**src/rtl/seq_pkg.sv**
```systemverilog
// seq_pkg: shared types and constants for the instruction sequencer.
// Holds the FSM state encoding, the opcode values, the program memory depth
// and the watchdog limit, plus small helpers for decoding instruction words.
package seq_pkg;

  // Sequencer FSM states.
  typedef enum logic [2:0] {
    ST_IDLE  = 3'd0,
    ST_ISSUE = 3'd1,
    ST_WAIT  = 3'd2,
    ST_GAP   = 3'd3,
    ST_HALT  = 3'd4,
    ST_ERR   = 3'd5
  } state_e;

  // Opcode field values, word layout is [7:6] opcode, [5:3] X, [2:0] Y.
  localparam logic [1:0] OP_MV  = 2'b00;
  localparam logic [1:0] OP_MVI = 2'b01;
  localparam logic [1:0] OP_ADD = 2'b10;
  localparam logic [1:0] OP_SUB = 2'b11;

  localparam int MEM_DEPTH  = 32;
  localparam int WDOG_LIMIT = 15;

  // True when the word is an mvi, i.e. it is followed by an immediate.
  function automatic logic is_mvi(input logic [7:0] word);
    return (word[7:6] == OP_MVI);
  endfunction

  // Number of program words an instruction occupies (mvi carries its immediate).
  function automatic logic [5:0] pc_step(input logic [7:0] word);
    logic [5:0] step;
    case (word[7:6])
      OP_MV, OP_ADD, OP_SUB: step = 6'd1;
      OP_MVI:                step = 6'd2;
      default:               step = 6'd1;
    endcase
    return step;
  endfunction

endpackage

```
**src/rtl/prog_mem.sv**
```systemverilog
// prog_mem: 32x8 program store for the sequencer.
// One synchronous write port, two combinational read ports (instruction word
// and the following word for mvi immediates). Contents are deliberately not
// reset so a program survives a sequencer reset.
module prog_mem
  import seq_pkg::*;
(
  input  logic       Clock,
  input  logic       we,
  input  logic [4:0] waddr,
  input  logic [7:0] wdata,
  input  logic [4:0] raddr_a,
  input  logic [4:0] raddr_b,
  output logic [7:0] rdata_a,
  output logic [7:0] rdata_b
);

  logic [7:0] mem_r [MEM_DEPTH];

  // Synchronous write of one program word.
  always_ff @(posedge Clock) begin
    if (we) begin
      mem_r[waddr] <= wdata;
    end
  end

  assign rdata_a = mem_r[raddr_a];
  assign rdata_b = mem_r[raddr_b];

endmodule

```
**src/rtl/instr_sequencer.sv**
```systemverilog
// instr_sequencer: feeds a stored program word-by-word to a simple processor
// using a Run/Done handshake. Each instruction is presented for one ISSUE
// cycle, held through WAIT until Done, followed by a one-cycle Run=0 GAP.
// Optional build macro SEQ_WATCHDOG_EN adds a WAIT-state watchdog that traps
// into ERR (Error=1) after 15 cycles without Done; only Reset leaves ERR.
module instr_sequencer
  import seq_pkg::*;
(
  input  logic       Clock,
  input  logic       Reset,
  input  logic       Start,
  input  logic       LoadEn,
  input  logic [4:0] LoadAddr,
  input  logic [7:0] LoadData,
  input  logic [5:0] ProgLen,
  input  logic       Done,
  output logic [7:0] DIN,
  output logic       Run,
  output logic [5:0] PC,
  output logic       Busy,
  output logic       Halted,
  output logic [7:0] InstrCount,
  output logic       Error
);

  state_e     state_r;
  logic [5:0] pc_r;
  logic [5:0] prog_len_r;
  logic [7:0] instr_cnt_r;
  logic [7:0] word_s;
  logic [7:0] imm_s;
  logic [7:0] din_s;
  logic       we_s;
  logic [4:0] imm_addr_s;

`ifdef SEQ_WATCHDOG_EN
  logic [3:0] wdog_r;
  logic       err_r;
`endif

  // Program loads are only accepted while no program is executing.
  assign we_s = LoadEn && !Reset &&
                ((state_r == ST_IDLE) || (state_r == ST_HALT) || (state_r == ST_ERR));

  // Immediate address wraps within the 32-word store; PC itself never wraps.
  assign imm_addr_s = pc_r[4:0] + 5'd1;

  prog_mem u_prog_mem (
    .Clock   (Clock),
    .we      (we_s),
    .waddr   (LoadAddr),
    .wdata   (LoadData),
    .raddr_a (pc_r[4:0]),
    .raddr_b (imm_addr_s),
    .rdata_a (word_s),
    .rdata_b (imm_s)
  );

  // Sequencer FSM: PC, latched program length, retired count and watchdog.
  always_ff @(posedge Clock) begin
    if (Reset) begin
      state_r     <= ST_IDLE;
      pc_r        <= 6'd0;
      prog_len_r  <= 6'd0;
      instr_cnt_r <= 8'd0;
`ifdef SEQ_WATCHDOG_EN
      wdog_r      <= 4'd0;
      err_r       <= 1'b0;
`endif
    end else begin
      case (state_r)
        ST_IDLE, ST_HALT: begin
          if (Start) begin
            pc_r       <= 6'd0;
            prog_len_r <= ProgLen;
            state_r    <= (ProgLen == 6'd0) ? ST_HALT : ST_ISSUE;
          end
        end
        ST_ISSUE: begin
          state_r <= ST_WAIT;
`ifdef SEQ_WATCHDOG_EN
          wdog_r  <= 4'd0;
`endif
        end
        ST_WAIT: begin
          if (Done) begin
            pc_r        <= pc_r + pc_step(word_s);
            instr_cnt_r <= instr_cnt_r + 8'd1;
            state_r     <= ST_GAP;
          end
`ifdef SEQ_WATCHDOG_EN
          else if (wdog_r == 4'(WDOG_LIMIT - 1)) begin
            state_r <= ST_ERR;
            err_r   <= 1'b1;
          end else begin
            wdog_r <= wdog_r + 4'd1;
          end
`endif
        end
        ST_GAP: begin
          state_r <= (pc_r >= prog_len_r) ? ST_HALT : ST_ISSUE;
        end
        ST_ERR: begin
          state_r <= ST_ERR;
        end
        default: begin
          state_r <= ST_IDLE;
        end
      endcase
    end
  end

  // Data word presented to the processor; zero whenever Run is low.
  always_comb begin
    din_s = 8'h00;
    case (state_r)
      ST_ISSUE: din_s = word_s;
      ST_WAIT: begin
        if (is_mvi(word_s)) begin
          din_s = imm_s;
        end else begin
          din_s = word_s;
        end
      end
      default: din_s = 8'h00;
    endcase
  end

  assign DIN        = din_s;
  assign Run        = (state_r == ST_ISSUE) || (state_r == ST_WAIT);
  assign Busy       = (state_r == ST_ISSUE) || (state_r == ST_WAIT) || (state_r == ST_GAP);
  assign Halted     = (state_r == ST_HALT);
  assign PC         = pc_r;
  assign InstrCount = instr_cnt_r;

`ifdef SEQ_WATCHDOG_EN
  assign Error = err_r;
`else
  assign Error = 1'b0;
`endif

endmodule

```
**config.mk**
```make
export PLATFORM = sky130hd
export DESIGN_NAME = instr_sequencer
export DESIGN_NICKNAME = d
export VERILOG_FILES = /design/src/rtl/seq_pkg.sv /design/src/rtl/prog_mem.sv /design/src/rtl/instr_sequencer.sv
export SDC_FILE = /design/constraint.sdc
export NUM_CORES = 1
export LEC_CHECK = 0
export CAP_MARGIN = 20
export CELL_PAD_IN_SITES_DETAIL_PLACEMENT = 0
export CELL_PAD_IN_SITES_GLOBAL_PLACEMENT = 2
export CORE_MARGIN = 3
export CORE_UTILIZATION = 47
export DETAILED_ROUTE_END_ITERATION = 8
export PLACE_DENSITY = 0.81
export SKIP_LAST_GASP = 1
export SLEW_MARGIN = 0
export SYNTH_ARGS = -nofsm -noshare
export SYNTH_HDL_FRONTEND = slang
export SYNTH_SLANG_ARGS = --single-unit
```
**constraint.sdc**
```tcl
create_clock -name Clock -period 3.86 [get_ports Clock]
set_clock_uncertainty 0.15 [all_clocks]
set_input_delay 0.386 -clock Clock [delete_from_list [all_inputs] [get_ports Clock]]
set_output_delay 0.386 -clock Clock [all_outputs]
set_load 0.005 [all_outputs]
```
=== Word-level counts from Yosys, hierarchy flattened ===
Memory sizes are Yosys's and may differ from the RTL's. A register that Yosys moved wholly into a read port is not among the register bits.
Cells that the tools add are included.
W data, S select, Z words.

* $add $sub $neg: 3
* $lt $le $gt $ge: 1
* Equal/unequal tests: 10
* Mux-type cells: 18
* Reduce and logical (&&, ||, !) cells: 17

{| class="wikitable"
|+ Operators with widths
! cell !! number
|-
| $mux W6 || 5
|-
| $pmux W6 S2 || 2
|-
| $pmux W8 S2 || 1
|-
| $pmux W3 S5 || 1
|-
| $mux W3 || 4
|-
| $mux W5 || 2
|-
| $add A8 B1 Y8 const B || 1
|-
| $mux W8 || 1
|-
| $add A6 B6 Y6 || 1
|-
| $eq A3 B2 Y1 const B || 2
|-
| $eq A3 B3 Y1 const B || 2
|-
| $ge A6 B6 Y1 || 1
|-
| $logic_not A6 Y1 || 1
|-
| $reduce_and A2 Y1 || 3
|-
| $add A5 B1 Y5 const B || 1
|-
| $eq A2 B2 Y1 const B || 2
|-
| $logic_or A1 B1 Y1 || 4
|-
| $ne A2 B2 Y1 const B || 2
|-
| $eq A3 B1 Y1 const B || 1
|-
| $logic_not A3 Y1 || 1
|-
| $reduce_and A3 Y1 || 1
|-
| $reduce_or A3 Y1 || 1
|-
| $eq A2 B1 Y1 const B || 1
|-
| $logic_and A1 B1 Y1 || 2
|-
| 5 further kinds || 6
|}

* Bits in registers: 23
* Memory bits (writable): 256
* Input bits: 24
* Output and inout bits: 26
* Logic and storage cells: 54
* Memories: 1

{| class="wikitable"
|+ Memory list
! name !! depth !! bits a word !! read ports !! clocked after memory_dff !! wr ports !! RTL line !! source
|-
| u_prog_mem.mem_r || 32 || 8 || 2 || 1 || 1 || prog_mem.sv:18 || <nowiki>logic [7:0] mem_r [MEM_DEPTH];</nowiki>
|}

=== Logic depth before layout (Yosys ltp) ===
Gate-level depths: netlist of the first run.

* Depth after elaboration: 11
* Mapped depth: 16
* Depth with buffers taken out: 11

=== By module ===
Synthesis of the first run repeated with hierarchy kept, for this count alone.

* Cells, all modules: 682
* Area total of the unflattened synthesis: 13294.0 µm²

{| class="wikitable"
|+ Modules (own cells, without submodules)
! module !! times used !! cells each !! area each (µm²) !! sequential area each (µm²)
|-
| prog_mem || 1 || 516 || 11887.7 || 7687.4
|-
| instr_sequencer || 1 || 166 || 1406.3 || 460.4
|}

=== Worst setup path before layout of the first run ===
OpenSTA, ideal clock, no wires.

* Kind: reg-to-reg
* Start: register with a tool-made name
* End: register pc_r[2] (netlist: PC[2])
* Library setup time: 133 ps
* Arrival: 2911 ps
* Required time: 3577 ps
* Slack: 667 ps
* Cell stages (with the launch flop): 16
* Buffers on the path: 5
* Clock period less this slack: 3193 ps
* Cell sequence: dfxtp_1 buf_6 buf_12 buf_2 mux4_2 o211ai_2 nand4_4 and2_4 buf_6 buf_4 inv_2 ha_1 ha_1 nand3b_1 a21oi_1 or3b_1

{| class="wikitable"
|+ RTL lines
! what !! RTL line !! source
|-
| end signal: assignment || instr_sequencer.sv:87 || <nowiki>pc_r <= pc_r + pc_step(word_s);</nowiki>
|-
| end: declaration || instr_sequencer.sv:27 || <nowiki>logic [5:0] pc_r;</nowiki>
|}

=== Worst setup path in the final report of the first run ===
* Start: register pc_r[0] (netlist: PC[0])
* End: output DIN[2]

* Cells in the longest elaborated chain, start to end: 4

{| class="wikitable"
|+ RTL lines
! what !! RTL line !! source
|-
| $add A5 B1 Y5 || instr_sequencer.sv:46 || <nowiki>assign imm_addr_s = pc_r[4:0] + 5'd1;</nowiki>
|-
| $mem_v2 Z32 W8 || -- ||
|-
| $mux W8 || instr_sequencer.sv:119 || <nowiki>if (is_mvi(word_s)) begin</nowiki>
|-
| $pmux W8 S2 || instr_sequencer.sv:116 || <nowiki>case (state_r)</nowiki>
|-
| end: declaration || instr_sequencer.sv:17 || <nowiki>output logic [7:0] DIN,</nowiki>
|}

No other way between the ends.

==> results.yml, run 1 <==
worst_setup_path:
  slowest_stage: "mux4_2"
  critPathMaxFanout: 6
  cp_data_required_time_ps: 3320
  path_cells: "ha_4 > buf_4 > buf_4 > mux4_2 > mux4_2 > mux2i_1 > and3_1 > o2bb2ai_2 > clkdlybuf4s50_1"
  crit_buf_inv: 3
  cp_top_family: "multiplexers"
  critPathMaxStageDelay_ps: 490
  critical_path_arrival_ps: 3370
  worstSetupEndpointType: "output port"
  crit_path_start_kind: "flop"
  crit_type: "flop to output port"
layout:
  layout.filler_cells: 2161
  antenna_cells: 0
  drive_gt1_share_pct: 32.9
  finish.instance_area_mm2: 0.0165
  regArea_mm2: 0.00826
  fin_nets: 935
  area_delta_synth_final_pct: 20.4
  multi_input_area_mm2: 0.00517
  mostFrequentLayoutCells: "256 x edfxtp_1, 141 x mux4_2, 68 x buf_4"
  mostFrequentLayoutCell: "edfxtp_1"
synth:
  synth-async-reset-ratio_pct: 0
  synth_cell_types: 62
  synth_fp_nets: 814
  syn-instance-count: 780
  ys_ff_latch: 284
  yosysSeqAreaShare_pct: 60.2
  synth_edf_count: 256
  synth_ff_type: "edfxtp_1"
  yosysWarnings: 0
  synth.avg_cell_area_um2: 17.6
  synth_area_mm2: 0.0137
clock_network:
  cts-htree-levels: 1
  clock_path_buffers: 3
  cts.clk_slew.worst_paths_ps: 60
  cts-root-buf: "clkbuf_16"
  worstSkewPairLatency_ps: 570
  clkSinkCount: 284
  numCtsBuffers: 31
  hold_buffers: 0
  cts_tree: "done"
timing:
  slew_headroom_pct: 32.6
  timing.final.crit_share_pct: 101
  finalHoldViolations: 0
  setup_slack_ps: -47.0
  fmax_ghz: 0.256
  fin_hold_ws_ps: 314
  setup_viol: 2
  rsz0062_at_grt: "yes"
  maxSlewViolCount: 0
  post-route-min-period_ps: 3910
  max_slew.worst_pin.slew_ps: 1010
power:
  p_total_uw: 8450
  p_per_area_mw_per_mm2: 512
  leakage_uw: 0.00528
  ir_worst_vdd_v: 0.000404
detailed_routing:
  finalWirelength_mm: 36.2
  detail-route-antenna-nets: 0
  via_count: 8297
  first_pass_iters: 5
  wl_per_cell_um: 27.8
  drc: 0
  drt_first_iter_violations: 943
  viasPerCell: 6.37
floorplanning:
  io_pins: 50
  dieArea_mm2: 0.0312
  fp.coreArea_mm2: 0.0282
  die_h_um: 177
  start_util_pct: 48.5
  fp-row-count: 61
  fp.dieW_um: 177
min_path:
  min_path_type: "input port to flop"
grt:
  grt_pass1_vias: 8363
  grt_pass1_wl_mm: 53.9
  grt_use_total_pct: 23.3
  grt_max_degree: 69
  overflow: 0
  antenna_found_initial: 0
status:
  violations: "negative setup slack"
  status: "complete, but fails checks"
placement:
  portBuffers: 48
  gp_congestion: 0.853
  dpl.hpwl_mm: 24.0
  placed_area_mm2: 0.0149
job:
  cap_violations: 0
## area by class of cell
class | count | area share (%)
inverter | 11 | 0.250
clock buffer | 40 | 5.03
multi-input combinational | 433 | 31.3
clock inverter | 17 | 1.34
timing repair buffer | 140 | 9.11
tap | 378 | 2.87
sequential | 284 | 50.1
## what timing repair did
item / 4_1_cts / 5_1_grt
setup buffers: 14 / 9
endpoints found under the setup margin: 8 / 7
gates resized for setup: 13 / 12
pin swaps: 2 / 3
cloned: 3 / 3
## flip-flops by register name, indices dropped and copies added (netlist names), named ones only
signal            cells
state_r               3
InstrCount            8
u_prog_mem.mem_r    256
PC                    6
prog_len_r            6
## worst min-delay path: cells and delay by family
kind,cells,cell delay [ps]
AO/OA/AOI/OAI,1,130
AND/OR/NAND/NOR,1,40
buffers and inverters,1,410
## cells by family after synthesis
logic type | count (synthesis) | share of synthesized area (%)
xor gates and xnor gates | 11 | 0.758
adders and majority gates | 10 | 0.913
other | 1 | 0.0274
buffers and inverters | 63 | 2.47
muxes | 174 | 25.7
AOI/OAI and AO/OA | 70 | 3.81
and+or+nand+nor | 167 | 6.14
DFF | 284 | 60.2
## metrics by stage
| stage | setup slack (ps) | util [%] | cells | setup TNS (ps) |
|---|---|---|---|---|
| floorplan | 667 | - | 780 | 0 |
| finish | -47.0 | 58.4 | 1303 | -85.1 |
| detailed placement | 297 | 52.9 | 1214 | 0 |
| global placement | 258 | 52.9 | 1214 | 0 |
| global route | -172 | 58.4 | 1303 | -540 |
| CTS | -130 | 57.5 | 1288 | -498 |
## cells in the mapped netlist (8+ instances only)
master	count	area share [%]
dfxtp_1	28	4.1
edfxtp_1	256	56
inv_1	10	0.27
clkbuf_1	14	0.38
nor2_1	65	1.8
mux4_2	141	23
a21oi_1	13	0.47
nand3_1	10	0.37
ha_1	10	0.91
nand2_1	29	0.79
mux2i_1	32	2.3
nor2b_1	10	0.46
nand2b_1	14	0.64
o21ai_1	8	0.29
buf_2	20	0.73
## metal layers
layer | GRT usage (%) | vias to the layer above | wire length [um]
met5 | 0 | - | 0
met4 | 6.22 | 0 | 1070
met3 | 4.68 | 70 | 2730
met2 | 37.9 | 385 | 17600
met1 | 32.8 | 4358 | 14800
li1 | - | 3484 | -
## power breakdown
part	switching [uW]	internal [uW]
sequential	85.2	3410
combinational	959	982
clock	1180	1840
total	2220	6230
## path summary, 6_finish.rpt
path,start,endpoint,slack (ps),depth (start not counted)
worst max-delay path,PC[0],DIN[2],-50,9
worst min-delay path,ProgLen[3],prog_len_r[3],310,3
worst max register to register,flop,flop,650,11
worst min register to register,InstrCount[7],InstrCount[7],370,2
(Power assumes the default switching activity.)
==> run 2, diff against run 1 <==
--- a/config.mk
+++ b/config.mk
@@ -5,13 +5,13 @@
 export SDC_FILE = /design/constraint.sdc
 export NUM_CORES = 1
 export LEC_CHECK = 0
-export CAP_MARGIN = 20
+export CAP_MARGIN = 40
 export CELL_PAD_IN_SITES_DETAIL_PLACEMENT = 0
 export CELL_PAD_IN_SITES_GLOBAL_PLACEMENT = 2
 export CORE_MARGIN = 3
-export CORE_UTILIZATION = 47
+export CORE_UTILIZATION = 40
 export DETAILED_ROUTE_END_ITERATION = 8
-export PLACE_DENSITY = 0.81
+export PLACE_DENSITY = 0.71
 export SKIP_LAST_GASP = 1
 export SLEW_MARGIN = 0
 export SYNTH_ARGS = -nofsm -noshare
==> results.yml, run 2 (same netlist as run 1, synthesis figures left out) <==
worst_setup_path:
  r2r_slack_ps: 380
  rr_worst_depth: 10
  critical_path_arrival_ps: 3280
  crit_type: "flop to output port"
  cp_data_required_time_ps: 3320
  crit_path_start_kind: "flop"
  critPathMaxFanout: 9
  worstSetupEndpointType: "output port"
placement:
  post-place-ws_ps: 308
  gp_congestion: 0.807
  dpl.hpwl_mm: 25.5
  dp_cells: 1287
  portBuffers: 48
clock_network:
  clkSinkCount: 284
  clock_path_buffers: 3
  worstSkewPairLatency_ps: 560
  numCtsBuffers: 31
  cts-root-buf: "clkbuf_16"
  cts-htree-levels: 1
  cts_tree: "done"
  cts.clk_slew.worst_paths_ps: 60
layout:
  finalNonFillerCells: 1374
  mostFrequentLayoutCells: "256 x edfxtp_1, 141 x mux4_2, 69 x buf_4"
  area_delta_synth_final_pct: 20.0
  mostFrequentLayoutCell: "edfxtp_1"
  fin_nets: 937
  drive_gt1_share_pct: 32.9
  top_register: "u_prog_mem.mem_r"
  antenna_cells: 0
  largest_reg_flops: 256
min_path:
  hold_start: "ProgLen[3]"
  min_path_type: "input port to flop"
  holdPathStages: 3
  worstHoldEndpoint: "prog_len_r[3]"
grt:
  grt_pass1_wl_mm: 55.0
  grt_max_degree: 69
  grt_pass1_vias: 8314
  grt_use_total_pct: 20.5
  overflow: 0
  antenna_found_initial: 1
floorplanning:
  die_h_um: 191
  start_util_pct: 40.8
  io_pins: 50
  fp.coreArea_mm2: 0.0336
  fp-row-count: 67
  dieArea_mm2: 0.0365
  fp.dieW_um: 191
timing:
  finalHoldViolations: 0
  max_slew.worst_pin.slew_ps: 666
  maxSlewViolCount: 0
  rsz0062_at_grt: "yes"
  setup-tns-final_ps: 0
  setup_viol: 0
  fmax_ghz: 0.262
  post-route-min-period_ps: 3820
  slew_headroom_pct: 55.4
  setup_slack_ps: 41.2
  timing.final.crit_share_pct: 98.9
detailed_routing:
  first_pass_iters: 5
  detail-route-antenna-nets: 0
  drt_first_iter_violations: 824
  via_count: 8120
  wl_per_cell_um: 27.2
  drc: 0
  viasPerCell: 5.91
  finalWirelength_mm: 37.3
job:
  cap_violations: 0
status:
  status: "completed"
power:
  ir_worst_vdd_v: 0.000343
  p_per_area_mw_per_mm2: 505
  leakage_uw: 0.00523
[run 2: cell count changes in the layout (fill, tap and decap cells not counted), sizes merged]
cell / before / now
clkdlybuf4s15: 0 / 1
clkinv: 8 / 11
bufinv: 5 / 3
buf: 89 / 97
clkdlybuf4s50: 42 / 40
clkbuf: 47 / 41
clkinvlp: 3 / 1
inv: 12 / 13
[run 2: critical path, cell delays in order, from the launching register on]
cell	delay, ps
dfxtp_4	350
ha_4	330
buf_4	150
buf_16	150
buf_12	140
mux4_2	530
mux4_2	480
mux2i_2	190
and3_4	210
o2bb2ai_2	70
clkbuf_2	110
[run 2: worst max-delay path by stage]
| stage | start | slack [ps] | to |
|---|---|---|---|
| after floorplan | flop | 670 | PC[2] |
| after global placement | PC[0] | 300 | DIN[3] |
| after detailed placement | PC[0] | 310 | DIN[5] |
| after CTS | PC[0] | -150 | DIN[5] |
| after global routing | PC[0] | -60 | DIN[2] |
| final | PC[0] | 40 | DIN[2] |
[run 2: final cells by class]
class / instances / area [um^2]
flip-flops and latches: 284 / 8260
fillers: 2778 / 17200
well taps: 448 / 561
repair buffers: 142 / 1440
inverters: 11 / 41.3
multi-input cells: 433 / 5170
clock inverters: 17 / 169
clock buffers: 39 / 806
[run 2: metrics by stage]
step / power, uW / cell area [um^2] / utilization, % / hold WS (ps)
6_report: 8300 / 16400 / 48.9 / 313
4_1_cts: 8320 / 16300 / 48.4 / 287
2_1_floorplan: 4690 / 13700 / - / 315
5_1_grt: 8620 / 16400 / 48.9 / 337
3_3_place_gp: 5350 / 15000 / 44.6 / 336
3_5_place_dp: 5370 / 15100 / 44.9 / 342
[run 2: repair_timing]
action,CTS,global route
hold buffers,0,0
pin swaps,3,5
endpoints found under the setup margin,8,7
gates resized for setup,27,14
buffers inserted,11,16
cloned,3,0
[run 2: layer usage]
| metal | vias up | GRT usage, % | part of all wire, % | wire, um |
|---|---|---|---|---|
| met5 | - | 0 | 0 | 0 |
| met3 | 50 | 3.19 | 6.2 | 2330 |
| met4 | 0 | 4.60 | 1.9 | 717 |
| met1 | 4298 | 28.4 | 42 | 15800 |
| met2 | 280 | 34.4 | 50 | 18500 |
| li1 | 3492 | - | - | - |
[run 2: power by group]
part	switching [uW]	leakage, uW	internal, uW
logic	957	0.00222	988
clock network	1180	0.000477	1670
registers	97.8	0.00253	3410
==> run 3, diff against run 2 <==
--- a/config.mk
+++ b/config.mk
@@ -9,9 +9,10 @@
 export CELL_PAD_IN_SITES_DETAIL_PLACEMENT = 0
 export CELL_PAD_IN_SITES_GLOBAL_PLACEMENT = 2
 export CORE_MARGIN = 3
-export CORE_UTILIZATION = 40
+export CORE_UTILIZATION = 47
+export CTS_CLUSTER_SIZE = 10
 export DETAILED_ROUTE_END_ITERATION = 8
-export PLACE_DENSITY = 0.71
+export PLACE_DENSITY = 0.81
 export SKIP_LAST_GASP = 1
 export SLEW_MARGIN = 0
 export SYNTH_ARGS = -nofsm -noshare
==> results.yml, run 3 (same netlist as run 1, synthesis figures left out) <==
floorplanning:
  fp.dieW_um: 177
  die_h_um: 177
  io_pins: 50
  start_util_pct: 48.5
  fp.coreArea_mm2: 0.0282
  dieArea_mm2: 0.0312
  fp-row-count: 61
clock_network:
  cts.clk_slew.worst_paths_ps: 50
  hold_buffers: 0
  cts_tree: "done"
  worstSkewPairLatency_ps: 530
  cts-root-buf: "clkbuf_16"
  clkSinkCount: 284
  cts-htree-levels: 2
  numCtsBuffers: 36
  clock_path_buffers: 3
grt:
  grt_use_total_pct: 23.6
  overflow: 0
  antenna_found_initial: 0
  grt_pass1_vias: 8527
  grt_max_degree: 69
  grt_pass1_wl_mm: 54.2
worst_setup_path:
  crit_path_start_kind: "flop"
  path_depth: 9
  crit_top_cell: "mux4_2"
  slowest_stage: "mux4_2"
  r2r_slack_ps: 590
  worstSetupEndpointType: "output port"
  critPathMaxStageDelay_ps: 520
  crit_type: "flop to output port"
  cp_data_required_time_ps: 3320
  endpoint: "DIN[3]"
  critPathMaxFanout: 9
  critical_path_arrival_ps: 3290
  crit_path_start: "PC[0]"
  cp_top_family: "multiplexers"
  crit_buf_inv: 3
  rr_worst_depth: 11
  path_cells: "ha_4 > buf_12 > bufbuf_16 > mux4_2 > mux4_2 > mux2i_1 > and3_1 > o2bb2ai_1 > dlygate4sd2_1"
layout:
  fin_nets: 934
  mostFrequentLayoutCells: "256 x edfxtp_1, 141 x mux4_2, 65 x nor2_1"
  regArea_mm2: 0.00826
  area_delta_synth_final_pct: 19.8
  layout.filler_cells: 2128
  drive_gt1_share_pct: 31.8
  largest_reg_flops: 256
  mostFrequentLayoutCell: "edfxtp_1"
  top_register: "u_prog_mem.mem_r"
  post-route-util_pct: 58.1
  antenna_cells: 0
  multi_input_area_mm2: 0.00516
job:
  cap_violations: 0
placement:
  post-place-ws_ps: 297
  gp_congestion: 0.853
  dpl.hpwl_mm: 24.4
  portBuffers: 48
timing:
  slew_headroom_pct: 33.8
  timing.final.crit_share_pct: 99.2
  max_slew.worst_pin.slew_ps: 990
  rsz0062_at_grt: "yes"
  fin_hold_ws_ps: 360
  finalHoldViolations: 0
  setup_slack_ps: 31.3
  fmax_ghz: 0.261
  maxSlewViolCount: 0
  setup_viol: 0
  post-route-min-period_ps: 3830
detailed_routing:
  viasPerCell: 6.47
  wl_per_cell_um: 28.4
  finalWirelength_mm: 36.8
  via_count: 8389
  first_pass_iters: 5
  detail-route-antenna-nets: 0
  drc: 0
  drt_first_iter_violations: 943
power:
  leakage_uw: 0.00529
  ir_worst_vdd_v: 0.000336
  p_per_area_mw_per_mm2: 514
status:
  status: "completed"
min_path:
  min_path_type: "input port to flop"
## run 3: cell types whose count changed in the layout (fill, tap and decap cells not counted), moves of 3 or more
cell           change
clkbuf_16          +7
clkinv_2           -3
clkbuf_1           +3
buf_6              -3
clkinv_1           -3
buf_2              -3
buf_4              -7
buf_16             -3
dlygate4sd2_1      +4
## run 3: area by class of cell
cell class | count | area share, %
Inverter | 11 | 0.251
Tap cell | 378 | 2.88
Clock buffer | 48 | 5.82
Clock inverter | 9 | 0.625
Multi-Input combinational cell | 433 | 31.4
Sequential cell | 284 | 50.3
Timing Repair Buffer | 134 | 8.68
## run 3: worst register-to-register path: stages (launching register included)
cell and delay [ps]:
dfxtp_4 430, buf_4 170, mux4_2 510, o2111ai_2 270, nand4_4 260, and2_4 300
inv_2 70, ha_1 180, ha_1 230, nand3b_1 120, a21oi_1 50, or3b_1 400
## run 3: where the power goes
part	internal [uW]	switching [uW]	total [uW]	leakage (uW)
Sequential	3410	85.1	3490	0.00253
Combinational	957	950	1910	0.00224
Clock	1810	1230	3040	0.000517
## run 3: per-layer routing
| layer | share of wire (%) | vias up | GRT usage (%) |
|---|---|---|---|
| met5 | 0 | - | 0 |
| met4 | 3.0 | 0 | 7.43 |
| met3 | 8.5 | 70 | 4.55 |
| met2 | 48 | 457 | 37.9 |
| met1 | 40 | 4384 | 33.1 |
| li1 | - | 3478 | - |
## run 3: how the worst min path moves through the flow
stage / start / endpoint / depth (start not counted)
4_1_cts: ProgLen[3] / prog_len_r[3] / 3
3_5_place_dp: prog_len_r[0] / prog_len_r[0] / 2
6_report: ProgLen[3] / prog_len_r[3] / 3
2_1_floorplan: prog_len_r[0] / prog_len_r[0] / 2
5_1_grt: ProgLen[3] / prog_len_r[3] / 3
3_3_place_gp: prog_len_r[0] / prog_len_r[0] / 2
## run 3: repair_timing
| item | in CTS | in global routing |
|---|---|---|
| gates cloned | 3 | 2 |
| setup endpoints to repair | 7 | 8 |
| setup buffers | 9 | 5 |
| pin swaps | 2 | 0 |
| endpoints found under the hold margin | 0 | 0 |
| resized for setup | 8 | 9 |
## run 3: metrics by stage
stage,power (uW),TNS [ps],instances,cell area [um^2]
6_report,8440,0,1297,16400
3_5_place_dp,5360,0,1221,15000
2_1_floorplan,4690,0,780,13700
5_1_grt,8770,-209,1297,16400
4_1_cts,8460,-210,1290,16300
3_3_place_gp,5330,0,1214,14900
